## src/rtl/mips_exec_datapath.sv

```systemverilog
// ============================================================================
// Module   : mips_exec_datapath
// Purpose  : Integer execute/write-back slice: decoder, ALU and 32x32 register
//            file with sticky halt on syscall. Optional OVERFLOW_TRAP_EN
//            suppresses the write on signed overflow of add/sub/addi.
// Revision : 1.0 - initial release
// ============================================================================
`default_nettype none

module mips_exec_datapath (
  input  logic        clk,
  input  logic        rst_b,
  input  logic [31:0] inst,
  input  logic        inst_valid,
  input  logic [4:0]  dbg_rnum,
  output logic [31:0] dbg_rdata,
  output logic        wb_en,
  output logic [4:0]  wb_num,
  output logic [31:0] wb_data,
  output logic        halted
);

`ifdef OVERFLOW_TRAP_EN
  localparam logic TRAP_EN = 1'b1;
`else
  localparam logic TRAP_EN = 1'b0;
`endif

  localparam logic [5:0] OP_RTYPE = 6'h00;
  localparam logic [5:0] OP_ADDI  = 6'h08;
  localparam logic [5:0] OP_ADDIU = 6'h09;
  localparam logic [5:0] OP_SLTI  = 6'h0A;
  localparam logic [5:0] OP_SLTIU = 6'h0B;
  localparam logic [5:0] OP_ANDI  = 6'h0C;
  localparam logic [5:0] OP_ORI   = 6'h0D;
  localparam logic [5:0] OP_XORI  = 6'h0E;
  localparam logic [5:0] OP_LUI   = 6'h0F;

  logic [31:0] regs_q [32];
  logic        halted_q, halted_d;

  logic [5:0]  op, fn;
  logic [4:0]  rs, rt, rd, sh;
  logic [15:0] imm;
  logic [31:0] seimm, zeimm, rs_val, rt_val;
  logic [31:0] sum_rr, diff_rr, sum_ri;
  logic        ovf_add, ovf_sub, ovf_addi;

  logic [31:0] alu;
  logic [4:0]  dest;
  logic        writes, ovf, is_sys, go;

  assign op    = inst[31:26];
  assign rs    = inst[25:21];
  assign rt    = inst[20:16];
  assign rd    = inst[15:11];
  assign sh    = inst[10:6];
  assign fn    = inst[5:0];
  assign imm   = inst[15:0];
  assign seimm = {{16{imm[15]}}, imm};
  assign zeimm = {16'h0000, imm};

  assign rs_val = regs_q[rs];
  assign rt_val = regs_q[rt];

  assign sum_rr  = rs_val + rt_val;
  assign diff_rr = rs_val - rt_val;
  assign sum_ri  = rs_val + seimm;

  // Signed overflow: operands agree in sign (after negation for sub) but result differs.
  assign ovf_add  = (rs_val[31] == rt_val[31]) && (sum_rr[31]  != rs_val[31]);
  assign ovf_sub  = (rs_val[31] != rt_val[31]) && (diff_rr[31] != rs_val[31]);
  assign ovf_addi = (rs_val[31] == seimm[31])  && (sum_ri[31]  != rs_val[31]);

  always_comb begin
    alu    = 32'h0;
    dest   = rt;
    writes = 1'b0;
    ovf    = 1'b0;
    is_sys = 1'b0;
    if (op == OP_RTYPE) begin
      dest   = rd;
      writes = 1'b1;
      case (fn)
        6'h20: begin alu = sum_rr;  ovf = ovf_add; end
        6'h21: alu = sum_rr;
        6'h22: begin alu = diff_rr; ovf = ovf_sub; end
        6'h23: alu = diff_rr;
        6'h24: alu = rs_val & rt_val;
        6'h25: alu = rs_val | rt_val;
        6'h26: alu = rs_val ^ rt_val;
        6'h27: alu = ~(rs_val | rt_val);
        6'h2A: alu = {31'h0, $signed(rs_val) < $signed(rt_val)};
        6'h2B: alu = {31'h0, rs_val < rt_val};
        6'h00: alu = rt_val << sh;
        6'h02: alu = rt_val >> sh;
        6'h03: alu = $unsigned($signed(rt_val) >>> sh);
        6'h04: alu = rt_val << rs_val[4:0];
        6'h06: alu = rt_val >> rs_val[4:0];
        6'h07: alu = $unsigned($signed(rt_val) >>> rs_val[4:0]);
        6'h0C: begin writes = 1'b0; is_sys = 1'b1; end
        default: writes = 1'b0;
      endcase
    end else begin
      writes = 1'b1;
      case (op)
        OP_ADDI:  begin alu = sum_ri; ovf = ovf_addi; end
        OP_ADDIU: alu = sum_ri;
        OP_SLTI:  alu = {31'h0, $signed(rs_val) < $signed(seimm)};
        OP_SLTIU: alu = {31'h0, rs_val < seimm};
        OP_ANDI:  alu = rs_val & zeimm;
        OP_ORI:   alu = rs_val | zeimm;
        OP_XORI:  alu = rs_val ^ zeimm;
        OP_LUI:   alu = {imm, 16'h0000};
        default:  writes = 1'b0;
      endcase
    end
  end

  assign go       = inst_valid & ~halted_q;
  assign wb_en    = go & writes & ~(TRAP_EN & ovf) & (dest != 5'd0);
  assign wb_num   = dest;
  assign wb_data  = alu;
  assign halted_d = halted_q | (go & is_sys);

  always_ff @(posedge clk or negedge rst_b) begin
    if (!rst_b) begin
      for (int i = 0; i < 32; i++) regs_q[i] <= 32'h0;
      halted_q <= 1'b0;
    end else begin
      if (wb_en) regs_q[wb_num] <= wb_data;
      halted_q <= halted_d;
    end
  end

  assign dbg_rdata = (dbg_rnum == 5'd0) ? 32'h0 : regs_q[dbg_rnum];
  assign halted    = halted_q;

endmodule

`default_nettype wire

```

## config.mk

```make
export PLATFORM = sky130hd
export DESIGN_NAME = mips_exec_datapath
export DESIGN_NICKNAME = d
export VERILOG_FILES = /design/src/rtl/mips_exec_datapath.sv
export SDC_FILE = /design/constraint.sdc
export NUM_CORES = 2
export LEC_CHECK = 0
export ABC_CLOCK_PERIOD_IN_PS = 21100
export BUFFER_PORTS_ARGS = -buffer_cell sky130_fd_sc_hd__buf_2
export CAP_MARGIN = 20
export CORE_UTILIZATION = 35
export CTS_BUF_LIST = sky130_fd_sc_hd__clkbuf_4 sky130_fd_sc_hd__clkbuf_8 sky130_fd_sc_hd__clkbuf_16
export DETAILED_ROUTE_END_ITERATION = 16
export PLACE_DENSITY = 0.5
export SYNTH_ARGS = -nofsm -noshare
export SYNTH_HDL_FRONTEND = slang
export SYNTH_SLANG_ARGS = --single-unit
export TNS_END_PERCENT = 5
```

## constraint.sdc

```tcl
create_clock -name clk -period 21.1 [get_ports clk]
set_clock_uncertainty 0.05 [all_clocks]
set_input_delay 6.33 -clock clk [delete_from_list [all_inputs] [get_ports clk]]
set_output_delay 6.33 -clock clk [all_outputs]
set_load 0.05 [all_outputs]
```

==> report_table.html <==
<table>
<tr><th>Metric</th><th>Value</th></tr>
<tr><th colspan="2">GRT</th></tr>
<tr><td>Pin count of the biggest net entering global routing</td><td>approximately 140</td></tr>
<tr><td>Initial antenna violation count</td><td>23</td></tr>
<tr><td>Total global routing overflow</td><td>0</td></tr>
<tr><td>Vias in the first global route</td><td>between 60000 and 70000</td></tr>
<tr><td>Global-route wire length before repair</td><td>between 500000 and 600000 um</td></tr>
<tr><td>Gr usage total</td><td>33.9%</td></tr>
<tr><th colspan="2">Critical path</th></tr>
<tr><td>Sequence of cells on the critical path</td><td>buf_8 &gt; buf_12 &gt; mux4_2 &gt; mux4_2 &gt; mux2i_1 &gt; inv_1 &gt; ha_1 &gt; nand2_1 &gt; nor3_1 &gt; o2111ai_1 &gt; nor4_1 &gt; o41ai_1 &gt; o211ai_1 &gt; mux2i_1 &gt; a21oi_4 &gt; o21bai_1 &gt; buf_4 &gt; buf_2</td></tr>
<tr><td>Bufs and invs on worst path</td><td>5</td></tr>
<tr><td>Gate family responsible for the most delay along the worst path</td><td>multiplexers</td></tr>
<tr><td>Reg-to-Reg End</td><td>regs_q[884]</td></tr>
<tr><td>Kind of end point of the critical path</td><td>output pin</td></tr>
<tr><td>Launch point of the worst reg-to-reg path</td><td>regs_q[704]</td></tr>
<tr><td>Type of the setup path with the least slack</td><td>in2out</td></tr>
<tr><td>Arrival time worst endpoint</td><td>around 14000 ps</td></tr>
<tr><td>Length in cells of the worst reg-to-reg path</td><td>18</td></tr>
<tr><td>Startpoint type of the worst setup path</td><td>input port</td></tr>
<tr><td>Max incr delay on CP</td><td>~900 ps</td></tr>
<tr><td>Reg-to-reg slack, setup</td><td>about 14000 ps</td></tr>
<tr><td>Data required time at the worst endpoint</td><td>between 10000 and 15000 ps</td></tr>
<tr><td>Cell type of the slowest stage on the worst timing path</td><td>sky130_fd_sc_hd__a21oi_4</td></tr>
<tr><td>Critical path peak fanout</td><td>between 90 and 100</td></tr>
<tr><th colspan="2">Die</th></tr>
<tr><td>Ports</td><td>around 110</td></tr>
<tr><td>Starting Density</td><td>35.2%</td></tr>
<tr><td>Die height</td><td>480 um</td></tr>
<tr><td>Die width</td><td>roughly 480 um</td></tr>
<tr><td>Core area</td><td>227000 um^2</td></tr>
<tr><td>Number of rows in the core area</td><td>between 150 and 200</td></tr>
<tr><td>Area of the die</td><td>around 230000 um^2</td></tr>
<tr><th colspan="2">Final layout</th></tr>
<tr><td>Number of fill cells in the layout</td><td>approximately 22000</td></tr>
<tr><td>Net count of the finished layout</td><td>around 7500</td></tr>
<tr><td>Share of cells above drive strength 1</td><td>around a quarter</td></tr>
<tr><td>Synth-to-Final Area Change</td><td>10.2%</td></tr>
<tr><th colspan="2">Power and ir drop</th></tr>
<tr><td>Part of the power in registers</td><td>between 30% and 40%</td></tr>
<tr><td>Switch Pwr</td><td>about 1.7 mW</td></tr>
<tr><td>Static Leakage</td><td>~37 nW</td></tr>
<tr><td>Internal power of the cells</td><td>3.69 mW</td></tr>
<tr><td>Proportion of total power due to net switching</td><td>about 31%</td></tr>
<tr><td>Peak supply drop</td><td>0.0676 mV</td></tr>
<tr><td>Ratio of total power to cell area</td><td>60.7 nW/um^2</td></tr>
<tr><td>Part of the power in the clock network</td><td>41.9%</td></tr>
<tr><td>Part of the power in combinational logic</td><td>19.3%</td></tr>
<tr><th colspan="2">Synth</th></tr>
<tr><td>Synthesized flop and latch total</td><td>~1000</td></tr>
<tr><td>Synthesized instance count</td><td>around 7600</td></tr>
<tr><td>Share of the yosys chip area belonging to registers</td><td>32.0%</td></tr>
<tr><td>Cell taking the most area after synthesis</td><td>sky130_fd_sc_hd__dfrtp_1</td></tr>
<tr><td>Cell area after synthesis</td><td>roughly 80000 um^2</td></tr>
<tr><td>Number of library cell types mapped by synthesis</td><td>104</td></tr>
<tr><td>Number of enable-type register cells in the synthesized netlist</td><td>0</td></tr>
<tr><td>Yosys top cell area share</td><td>about 32%</td></tr>
<tr><td>Main synth FF type</td><td>sky130_fd_sc_hd__dfrtp_1</td></tr>
<tr><td>Synth warn</td><td>0</td></tr>
<tr><td>Avg Inst Size Synth</td><td>~11 um^2</td></tr>
<tr><td>Nets in the synthesized netlist</td><td>7809</td></tr>
<tr><td>Top post-synthesis cells by count</td><td>sky130_fd_sc_hd__dfrtp_1 (1025), sky130_fd_sc_hd__mux4_2 (720), sky130_fd_sc_hd__nor2_1 (670)</td></tr>
<tr><td>Most frequently used cell type in the post-synthesis netlist</td><td>sky130_fd_sc_hd__dfrtp_1</td></tr>
<tr><td>Proportion of synthesized flip-flops having asynchronous set or reset</td><td>between 90% and 100%</td></tr>
<tr><td>Ranking of synthesized cells by area</td><td>sky130_fd_sc_hd__dfrtp_1 (32%), sky130_fd_sc_hd__mux4_2 (20%), sky130_fd_sc_hd__mux2i_1 (7.4%), sky130_fd_sc_hd__mux2_2 (4.6%), sky130_fd_sc_hd__nor2_1 (3.1%)</td></tr>
<tr><th colspan="2">Min path</th></tr>
<tr><td>Worst-case hold path end point</td><td>regs_q[1011]</td></tr>
<tr><td>Hold Path Class</td><td>reg2reg</td></tr>
<tr><td>Count of cells along the worst hold path</td><td>0</td></tr>
<tr><td>Startpoint of the most critical hold path</td><td>regs_q[1011]</td></tr>
<tr><th colspan="2">Clocking</th></tr>
<tr><td>Post-CTS clock slew at the launch and capture registers of the worst setup and hold paths</td><td>~50 ps</td></tr>
<tr><td>Number of resized instances in the post-cts repair step</td><td>0</td></tr>
<tr><td>CTS Root Cell</td><td>sky130_fd_sc_hd__clkbuf_16</td></tr>
<tr><td>Number of post-CTS setup repair buffers</td><td>0</td></tr>
<tr><td>Cts hold-fix bufs</td><td>0</td></tr>
<tr><td>H-tree depth</td><td>3</td></tr>
<tr><td>Max Root-Sink Buffers</td><td>3</td></tr>
<tr><td>TritonCTS Buffers</td><td>between 100 and 150</td></tr>
<tr><td>Sink count of the clock tree</td><td>slightly above 1000</td></tr>
<tr><td>CTS tree</td><td>done</td></tr>
<tr><td>Clock network latency to the later pin of the worst-skew pair</td><td>between 800 and 900 ps</td></tr>
<tr><th colspan="2">Job</th></tr>
<tr><td># Max-Cap Violations</td><td>0</td></tr>
<tr><th colspan="2">Routing</th></tr>
<tr><td>Vias post-DR</td><td>approximately 70000</td></tr>
<tr><td>Post-detailed-route count of antenna-violating nets</td><td>0</td></tr>
<tr><td>DRC violations left</td><td>0</td></tr>
<tr><td>Length of the first detailed-routing pass in iterations</td><td>8</td></tr>
<tr><td>Post-detailed-route wirelength per cell</td><td>between 30 and 40 um</td></tr>
<tr><td>Average via count per standard cell</td><td>between 6 and 7</td></tr>
<tr><td>1st-iter DRT viols</td><td>approximately 10000</td></tr>
<tr><td>Detailed-route wire length</td><td>397000 um</td></tr>
<tr><th colspan="2">STA</th></tr>
<tr><td>Pins Over Slew Limit</td><td>0</td></tr>
<tr><td>Worst hold slack across all endpoints</td><td>roughly 370 ps</td></tr>
<tr><td>Post-layout minimum cycle time</td><td>20380 ps</td></tr>
<tr><td>Final critical-path share of the clock period</td><td>between 90% and 100%</td></tr>
<tr><td>RSZ-0062 raised after global routing</td><td>no</td></tr>
<tr><td>Setup TNS after final layout</td><td>0 ps</td></tr>
<tr><td>Normalized max-slew margin</td><td>between 10% and 20%</td></tr>
<tr><td>Maximum clock frequency</td><td>49.1 MHz</td></tr>
<tr><td>Number of endpoints failing setup at the final stage</td><td>0</td></tr>
<tr><td>Final count of hold timing violations</td><td>0</td></tr>
<tr><td>Slew at the pin with the worst max-slew slack</td><td>1330 ps</td></tr>
<tr><th colspan="2">Placed design</th></tr>
<tr><td>Detailed-placement wirelength estimate</td><td>between 200000 and 300000 um</td></tr>
<tr><td>Last weighted congestion value of the routability-driven placer</td><td>between 1 and 1.5</td></tr>
<tr><td>PortBufs</td><td>110</td></tr>
<tr><th colspan="2">Run status</th></tr>
<tr><td>Run status</td><td>finished clean</td></tr>
</table>
-- worst max-delay path by stage --
stage / cells past startpoint / startpoint / end
after CTS: 18 / inst[21] / wb_data[0]
after detailed placement: 18 / inst[21] / wb_data[0]
after global placement: 18 / inst[17] / wb_data[27]
after global routing: 18 / inst[21] / wb_data[0]
after floorplan: 28 / inst[22] / wb_data[0]
final: 18 / inst[21] / wb_data[0]
-- cells in the final DEF, fill, tap and decap left out, types with 127 or more instances in the layout --
cell type                  instances
sky130_fd_sc_hd__buf_4           298
sky130_fd_sc_hd__o21ai_0         331
sky130_fd_sc_hd__nand2_1         461
sky130_fd_sc_hd__dfrtp_1        1025
sky130_fd_sc_hd__mux4_2          720
sky130_fd_sc_hd__a31oi_1         246
sky130_fd_sc_hd__a21oi_1         313
sky130_fd_sc_hd__ha_1            197
sky130_fd_sc_hd__a22oi_1         145
sky130_fd_sc_hd__nor2_1          633
sky130_fd_sc_hd__mux2i_1         590
sky130_fd_sc_hd__o31ai_1         210
sky130_fd_sc_hd__inv_1           127
sky130_fd_sc_hd__mux2_2          329
sky130_fd_sc_hd__a211oi_1        136
-- flip-flops by register name (all words and copies together), names as in the netlist --
register	count
regs_q	1024
halted	1
-- metrics by stage --
stage	std cells	util, %	instance area, um^2	total power, mW	setup slack [ps]
after floorplan	7569	-	80100	2.73	1250
final	10400	38.8	88200	5.35	718
after global placement	10200	36.9	83800	3.10	824
after CTS	10400	38.8	88100	5.35	904
after global routing	10400	38.8	88200	5.50	618
after detailed placement	10200	36.9	83900	3.11	902
-- power by group through the flow --
stage               logic, mW  clock network (mW)  registers (mW)
floorplan               0.644                   0            2.09
global placement        0.998                   0            2.10
detailed placement       1.00                   0            2.11
CTS                      1.00                2.27            2.07
global route             1.08                2.34            2.08
finish                   1.03                2.24            2.08
-- area by class of cell --
type | count | area (um^2) | area share [%]
Clock buffer | 169 | 3470 | 3.93
Sequential cell | 1025 | 25600 | 29.1
Inverter | 150 | 571 | 0.647
Multi-Input combinational cell | 5579 | 50800 | 57.5
Clock inverter | 45 | 743 | 0.842
Timing Repair Buffer | 423 | 3230 | 3.66
Antenna cell | 16 | 40.0 | 0.0454
Tap cell | 3009 | 3760 | 4.27
-- kinds of logic after synthesis --
logic type                 count (synthesis)  synth area share [%]
DFF                                     1025                  32.0
xor gates and xnor gates                  75                 0.820
adders and majority gates                200                  3.15
and+or+nand+nor                         1628                  9.00
AOI/OAI and AO/OA                       2034                  17.2
buffers and inverters                    965                  5.48
muxes                                   1642                  32.3
-- routing by layer --
metal  share of wire [%]  GRT usage, %
met5               0.029             0
met4                 6.6          19.9
met3                  11          10.3
met2                  43          50.0
met1                  39          43.8
Note: power is estimated with default switching activity, not from simulation.
